File: src/rtl/cnt_ctrl_pkg.sv
// Shared types and constants for the timer counter-control sequencer.
// Sizes the prescaler and provides the prescale-limit helper.
package cnt_ctrl_pkg;

  localparam int unsigned DIV_W   = 8;
  localparam int unsigned DIV_MAX = 8;
  localparam int unsigned VAL_W   = 4;

  typedef enum logic [1:0] {
    IDLE = 2'd0,
    RUN  = 2'd1,
    HALT = 2'd2
  } state_t;

  // Terminal count for the prescaler: 2^min(val,DIV_MAX)-1, or 0 when bypassed.
  // A shift of DIV_W or more clears the mask, so val==DIV_MAX yields all ones.
  function automatic logic [DIV_W-1:0] lim_calc(input logic en, input logic [VAL_W-1:0] val);
    logic [VAL_W-1:0] exp_v;
    logic [DIV_W-1:0] ones;
    exp_v = (32'(val) > DIV_MAX) ? VAL_W'(DIV_MAX) : val;
    ones  = '1;
    return en ? ~(ones << exp_v) : '0;
  endfunction

endpackage

File: src/rtl/cnt_ctrl_presc.sv
// Prescaler for the counter-control sequencer: period counter, limit clamp,
// configuration-change restart and terminal-count flag.
module cnt_ctrl_presc
  import cnt_ctrl_pkg::*;
(
  input  logic             clk,
  input  logic             rst_n,
  input  logic             run,
  input  logic             halt,
  input  logic             timer_en,
  input  logic             div_en,
  input  logic [VAL_W-1:0] div_val,
  output logic             tc_c
);

  logic             div_en_q;
  logic [VAL_W-1:0] div_val_q;
  logic [DIV_W-1:0] div_cnt;
  logic [DIV_W-1:0] lim;
  logic             cfg_chg;

  assign lim     = lim_calc(div_en, div_val);
  assign cfg_chg = (div_en != div_en_q) || (div_val != div_val_q);

  // A config change restarts the period, so the old limit never strobes.
  assign tc_c = (div_cnt == lim) && !cfg_chg;

  always_ff @(posedge clk or negedge rst_n) begin
    if (!rst_n) begin
      div_en_q  <= 1'b0;
      div_val_q <= '0;
      div_cnt   <= '0;
    end else begin
      div_en_q  <= div_en;
      div_val_q <= div_val;
      if (cfg_chg) begin
        div_cnt <= '0;
      end else if (run) begin
        div_cnt <= (div_cnt == lim) ? '0 : div_cnt + DIV_W'(1);
      end else if (halt) begin
        // Halt freezes the period; dropping the enable while halted abandons it.
        if (!timer_en) div_cnt <= '0;
      end else begin
        div_cnt <= '0;
      end
    end
  end

`ifndef SYNTHESIS
  // The period counter never runs past the active limit.
  assert property (@(posedge clk) disable iff (!rst_n) cfg_chg || (div_cnt <= lim));
`endif

endmodule

File: src/rtl/cnt_ctrl.sv
// Counter control sequencer: IDLE/RUN/HALT FSM gating the prescaled count strobe.
// Debug-halt handshake is built only when CNT_CTRL_DBG_HALT_EN is defined.
module cnt_ctrl
  import cnt_ctrl_pkg::*;
(
  input  logic             clk,
  input  logic             rst_n,
  input  logic             timer_en,
  input  logic             div_en,
  input  logic [VAL_W-1:0] div_val,
  input  logic             dbg_mode,
  input  logic             halt_req,
  output logic             cnt_en,
  output logic             halt_ack
);

  state_t state;
  logic   tc_c;
  logic   hc_c;

`ifdef CNT_CTRL_DBG_HALT_EN
  assign hc_c = halt_req & dbg_mode;
`else
  logic unused_dbg;
  assign unused_dbg = halt_req ^ dbg_mode;
  assign hc_c       = 1'b0;
  assign halt_ack   = 1'b0;
`endif

  // Halt takes priority from every state; otherwise timer_en selects RUN/IDLE.
  always_ff @(posedge clk or negedge rst_n) begin
    if (!rst_n) begin
      state <= IDLE;
`ifdef CNT_CTRL_DBG_HALT_EN
      halt_ack <= 1'b0;
`endif
    end else begin
      case (state)
        IDLE: begin
          if (hc_c)          state <= HALT;
          else if (timer_en) state <= RUN;
        end
        RUN: begin
          if (hc_c)           state <= HALT;
          else if (!timer_en) state <= IDLE;
        end
        HALT: begin
          if (!hc_c) state <= timer_en ? RUN : IDLE;
        end
        default: state <= IDLE;
      endcase
`ifdef CNT_CTRL_DBG_HALT_EN
      // Next state is HALT exactly when the halt condition is sampled high.
      halt_ack <= hc_c;
`endif
    end
  end

  cnt_ctrl_presc u_presc (
    .clk      (clk),
    .rst_n    (rst_n),
    .run      (state == RUN),
    .halt     (state == HALT),
    .timer_en (timer_en),
    .div_en   (div_en),
    .div_val  (div_val),
    .tc_c     (tc_c)
  );

  assign cnt_en = (state == RUN) && tc_c;

`ifndef SYNTHESIS
  assert property (@(posedge clk) disable iff (!rst_n) !(cnt_en && halt_ack));
`endif

endmodule

File: config.mk
export PLATFORM = sky130hd
export DESIGN_NAME = cnt_ctrl
export DESIGN_NICKNAME = d
export VERILOG_FILES = /design/src/rtl/cnt_ctrl_pkg.sv /design/src/rtl/cnt_ctrl_presc.sv /design/src/rtl/cnt_ctrl.sv
export SDC_FILE = /design/constraint.sdc
export NUM_CORES = 1
export LEC_CHECK = 0
export CAP_MARGIN = 0
export CORE_MARGIN = 4
export CORE_UTILIZATION = 52
export DETAILED_ROUTE_END_ITERATION = 7
export HOLD_SLACK_MARGIN = 0.05
export PLACE_DENSITY = 0.82
export SLEW_MARGIN = 20
export SYNTH_ARGS = -nofsm -noshare
export SYNTH_HDL_FRONTEND = slang
export SYNTH_SLANG_ARGS = --single-unit
File: constraint.sdc
create_clock -name clk -period 4.5 [get_ports clk]
set_clock_uncertainty 0.2 [all_clocks]
set_input_delay 1.35 -clock clk [delete_from_list [all_inputs] [get_ports clk]]
set_output_delay 1.35 -clock clk [all_outputs]
set_load 0.01 [all_outputs]
# After elaboration in Yosys (flattened, before gate mapping)
# Cells that the tools add are included.
# totals
register_bits,15
input_bits,10
output_inout_bits,2
elab_cells,33
# classes
n_addsub,1
magnitude_cmp,1
n_eq_ne,8
shift,1
mux,11
bitwise,1
n_reduce_logical,6
# ops
cell,n
8-bit two-way mux,6
"8-bit by 1-bit adder with 8-bit output, second input constant",1
8-bit == test,1
8-bit NOT,1
"8-bit by 4-bit << shifter with 8-bit output, first input constant",1
2-bit one-hot mux with 3 select lines,1
"4-bit > comparator, second input constant",1
2-bit two-way mux,2
4-bit two-way mux,1
"2-bit != test, second input constant",2
"4-bit by 3-bit != test with 1-bit output, second input constant",1
4-bit != test,1
"2-bit by 1-bit == test with 1-bit output, second input constant",1
"2-bit == test, second input constant",1
1-bit logical AND,2
2-bit zero test,1
2-bit AND reduction,1
1-bit zero test,1
1-bit logical OR,1
1-bit two-way mux,1
1-bit != test,1

# Longest topological paths before layout
# Gate-level depths: netlist of run 1.
# depth
depth_word,9
mapped_depth,7

# Hierarchy
# Synthesis of run 1 repeated with hierarchy kept, for this count alone.
# unflattened
cells_unflattened,105
hier_area_um2,922.1
# modules_own_cells
mod,n_inst,cells_per_inst,area_each_um2
cnt_ctrl_presc,1,100,875.8
cnt_ctrl,1,5,46.3

# Least setup slack after synthesis of run 1
# OpenSTA, ideal clock, no wires.
# synth_path
path_type,input-to-output
startpoint,input port div_val[3]
endpoint,output port cnt_en
arrival_time_ps,2766
t_required_ps,2950
path_slack_ps,184
path_stages,6
path_buffers,1
path_cell_list,buf_2 -> or4b_4 -> o211ai_2 -> a31oi_1 -> nor4_4 -> and2_1
# synth_between
elab_chain_len,8
# synth_rtl
item,line,rtl
from (decl),cnt_ctrl.sv:10,"input logic [VAL_W-1:0] div_val,"
4-bit > comparator,cnt_ctrl_pkg.sv:20,exp_v = (32'(val) > DIV_MAX) ? VAL_W'(DIV_MAX) : val;
4-bit two-way mux,cnt_ctrl_pkg.sv:20,
8-bit by 4-bit << shifter with 8-bit output,cnt_ctrl_pkg.sv:22,return en ? ~(ones << exp_v) : '0;
8-bit NOT,cnt_ctrl_pkg.sv:22,
8-bit two-way mux,cnt_ctrl_pkg.sv:22,
8-bit == test,cnt_ctrl_presc.sv:26,assign tc_c = (div_cnt == lim) && !cfg_chg;
1-bit logical AND (*),cnt_ctrl_presc.sv:26,
1-bit logical AND (*),cnt_ctrl.sv:70,assign cnt_en = (state == RUN) && tc_c;
to (decl),cnt_ctrl.sv:13,"output logic cnt_en,"
# Mark *: on every way between the ends. The rest lies on a longest branch, timed or not.

# Final worst setup path of run 1
# layout_path
startpoint,input port div_val[1]
endpoint,output port cnt_en
# Same word-level chain as after synthesis.

==> results of run 1 <==
## timing repair
action,4_1_cts,5_1_grt
pin swaps,5,1
gates resized for setup,21,3
setup endpoints to repair,1,1
## layout make-up
class	instances	area [um2]	share of cell area [%]
clock buffers	3	22.5	2.25
inverters	1	3.75	0.375
multi-input cells	63	443	44.3
flip-flops and latches	14	350	35.0
well taps	16	20.0	2.00
repair buffers	22	161	16.1
## synthesized netlist by cell type (all sizes together), types with 3 or more instances
master and n:
xnor2 7, and3 3, dfrtp 14, buf 5, xor2 6, nor2 7
nand3 7, o21ai 3, a31oi 3, nand2 7
## metrics by stage
stage                     std cells  utilization [%]  setup WS, ns  hold WS, ns  setup TNS [ns]
after detailed placement        116             65.2        -0.658        0.365          -0.658
after floorplan                  86                -         0.184        0.307               0
after global routing            119             65.7        0.0168        0.413               0
after CTS                       119             65.8        0.0298        0.378               0
final                           119             65.7         0.124        0.374               0
after global placement          116             65.2        -0.639        0.356          -0.639
## flip-flops by register name, indices dropped and copies added (netlist names)
signal / count
state: 1
u_presc.div_cnt: 8
u_presc.div_en_q: 1
u_presc.div_val_q: 4
## routing by layer
metal,up-vias,wire (um)
met5,-,0
met4,0,41
met3,5,75
met2,13,795
met1,315,741
li1,329,-
## worst paths after layout
check / from / to / slack, ns / cells after the start
worst min-delay path: u_presc.div_cnt[0] / u_presc.div_cnt[0] / 0.37 / 1
max in group asynchronous: rst_n / u_presc.div_val_q[3] / 2.45 / 1
worst max register to register: u_presc.div_cnt[3] / u_presc.div_cnt[0] / 2.60 / 6
worst min register to register: u_presc.div_cnt[0] / u_presc.div_cnt[0] / 0.37 / 1
min in group asynchronous: rst_n / u_presc.div_en_q / 1.25 / 1
worst max-delay path: div_val[1] / cnt_en / 0.12 / 7
## cell families after synthesis
family | synth area share (%)
simple gates | 22.1
compound gates | 13.0
flops | 41.5
xor+xnor | 14.4
buf+inv | 7.11
fa+ha+maj | 1.48
other cells | 0.444
## power breakdown
part	switching (mW)	internal [mW]	leakage (nW)
combinational	0.0186	0.0197	0.285
clock	0.0402	0.0311	0.0138
sequential	0.00132	0.129	0.182
total	0.0602	0.179	0.481
==> flow_summary.json, run 1 <==
{
  "worst-setup-path-type": "in2out",
  "worstSetupEndpointType": "output port",
  "postLayoutCellArea_mm2": 0.00100,
  "drv_slew": 0,
  "avgSynthCellArea_um2": 9.82,
  "route.detailed.drc": 0,
  "clockBufferDepth": 2,
  "synth_top_area_cell": "dfrtp_1",
  "startpoint_type": "input pin",
  "yosysSeqAreaShare_pct": 41.5,
  "placed_area_um2": 993,
  "final-setup-viol-count": 0,
  "rows": 14,
  "worstPathCellList": "clkdlybuf4s15_2, or4b_4, o211ai_2, a31oi_2, nor4_4, and2_4, buf_2",
  "hold_viol": 0,
  "crit_path_max_incr_delay_ns": 0.47,
  "antenna_left": 0,
  "synthCells": 86,
  "synth_enable_flop_cells": 0,
  "fin_crit_sh_pct": 97.2,
  "wl_per_cell_um": 13.9,
  "antenna_cells": 0,
  "grt_usage_pct": 16.6,
  "io_pins": 12,
  "met2_usage_pct": 24.6,
  "cts.sinks": 14,
  "clkTransAtPathRegs_ns": 0.08,
  "synthTopCellsByArea": "dfrtp_1, xnor2_1, xor2_1",
  "cts_tree": "built",
  "vdd_drop_max_uv": 205,
  "gr-usage-met3_pct": 4.29,
  "min_period_ns": 4.38,
  "critPathMaxFanout": 5,
  "dr_total_vias": 662,
  "final_cell_mix": "buf_4, dfrtp_1, nand3_1, nand2_1, nor2_1",
  "cap_viol_max_count": 0,
  "drt_iter0_drc": 13,
  "post_cts_buffers": 0,
  "critPathBufInv": 2,
  "cts_max_level": 1,
  "power_mw": 0.240,
  "synth_top_area_share_pct": 41.5,
  "crit_family": "simple AND/OR/NAND/NOR gates",
  "initial_core_util_pct": 55.4,
  "port_buffers": 8,
  "drive_gt1_share_pct": 29.1,
  "power_density_mw_per_mm2": 239,
  "nNetsFinal": 116,
  "syn_nets": 97,
  "cts_hold_buf": 0,
  "ys.flop_type": "dfrtp_1",
  "cts_made_buffers": 3,
  "first_pass_iters": 4,
  "grt.busiest_layer": "met2",
  "dieArea_mm2": 0.00233,
  "gp_congestion": 0.822,
  "totalWireLength_mm": 1.65,
  "antenna_found_initial": 0,
  "synthesis.area_um2": 845,
  "die_h_um": 48.3,
  "hp-class": "reg2reg",
  "use_met1_pct": 22.2,
  "fmax_mhz": 229,
  "syn2layout_area_growth_pct": 18.5,
  "status": "finished clean",
  "via_per_inst": 5.56,
  "grt_pass1_wl_mm": 3.08,
  "grt_pass1_vias": 675,
  "grt_max_degree": 15,
  "design.core.area_mm2": 0.00152,
  "die_x_um": 48.3,
  "rsz0062_at_grt": "false",
  "cp_slowest_cell": "or4b_4",
  "yosys_warnings": 0,
  "synth-async-reset-ratio_pct": 100,
  "worstMarginPinSlew_ns": 0.624,
  "ys_types": 34,
  "dp_hpwl_mm": 1.23,
  "max_slew_margin_pct": 58.3,
  "leakage_nw": 0.481,
  "cp.arrival_ns": 2.83,
  "cts_root_buffer": "clkbuf_4",
  "worstPathRequired_ns": 2.95,
  "n_fill_cell": 128,
  "overflow": 0,
  "clkLatencyLatePin_ns": 0.28,
  "ys_ff_latch": 14
}
Power figures use the tool's default switching activity.
==> run 2: changes to the inputs <==
--- a/config.mk
+++ b/config.mk
@@ -8,6 +8,7 @@
 export CAP_MARGIN = 0
 export CORE_MARGIN = 4
 export CORE_UTILIZATION = 52
+export CTS_CLUSTER_DIAMETER = 120
 export DETAILED_ROUTE_END_ITERATION = 7
 export HOLD_SLACK_MARGIN = 0.05
 export PLACE_DENSITY = 0.82
==> results of run 2 <==
Same layout as run 1: the final DEF is identical, and so are final timing and power.
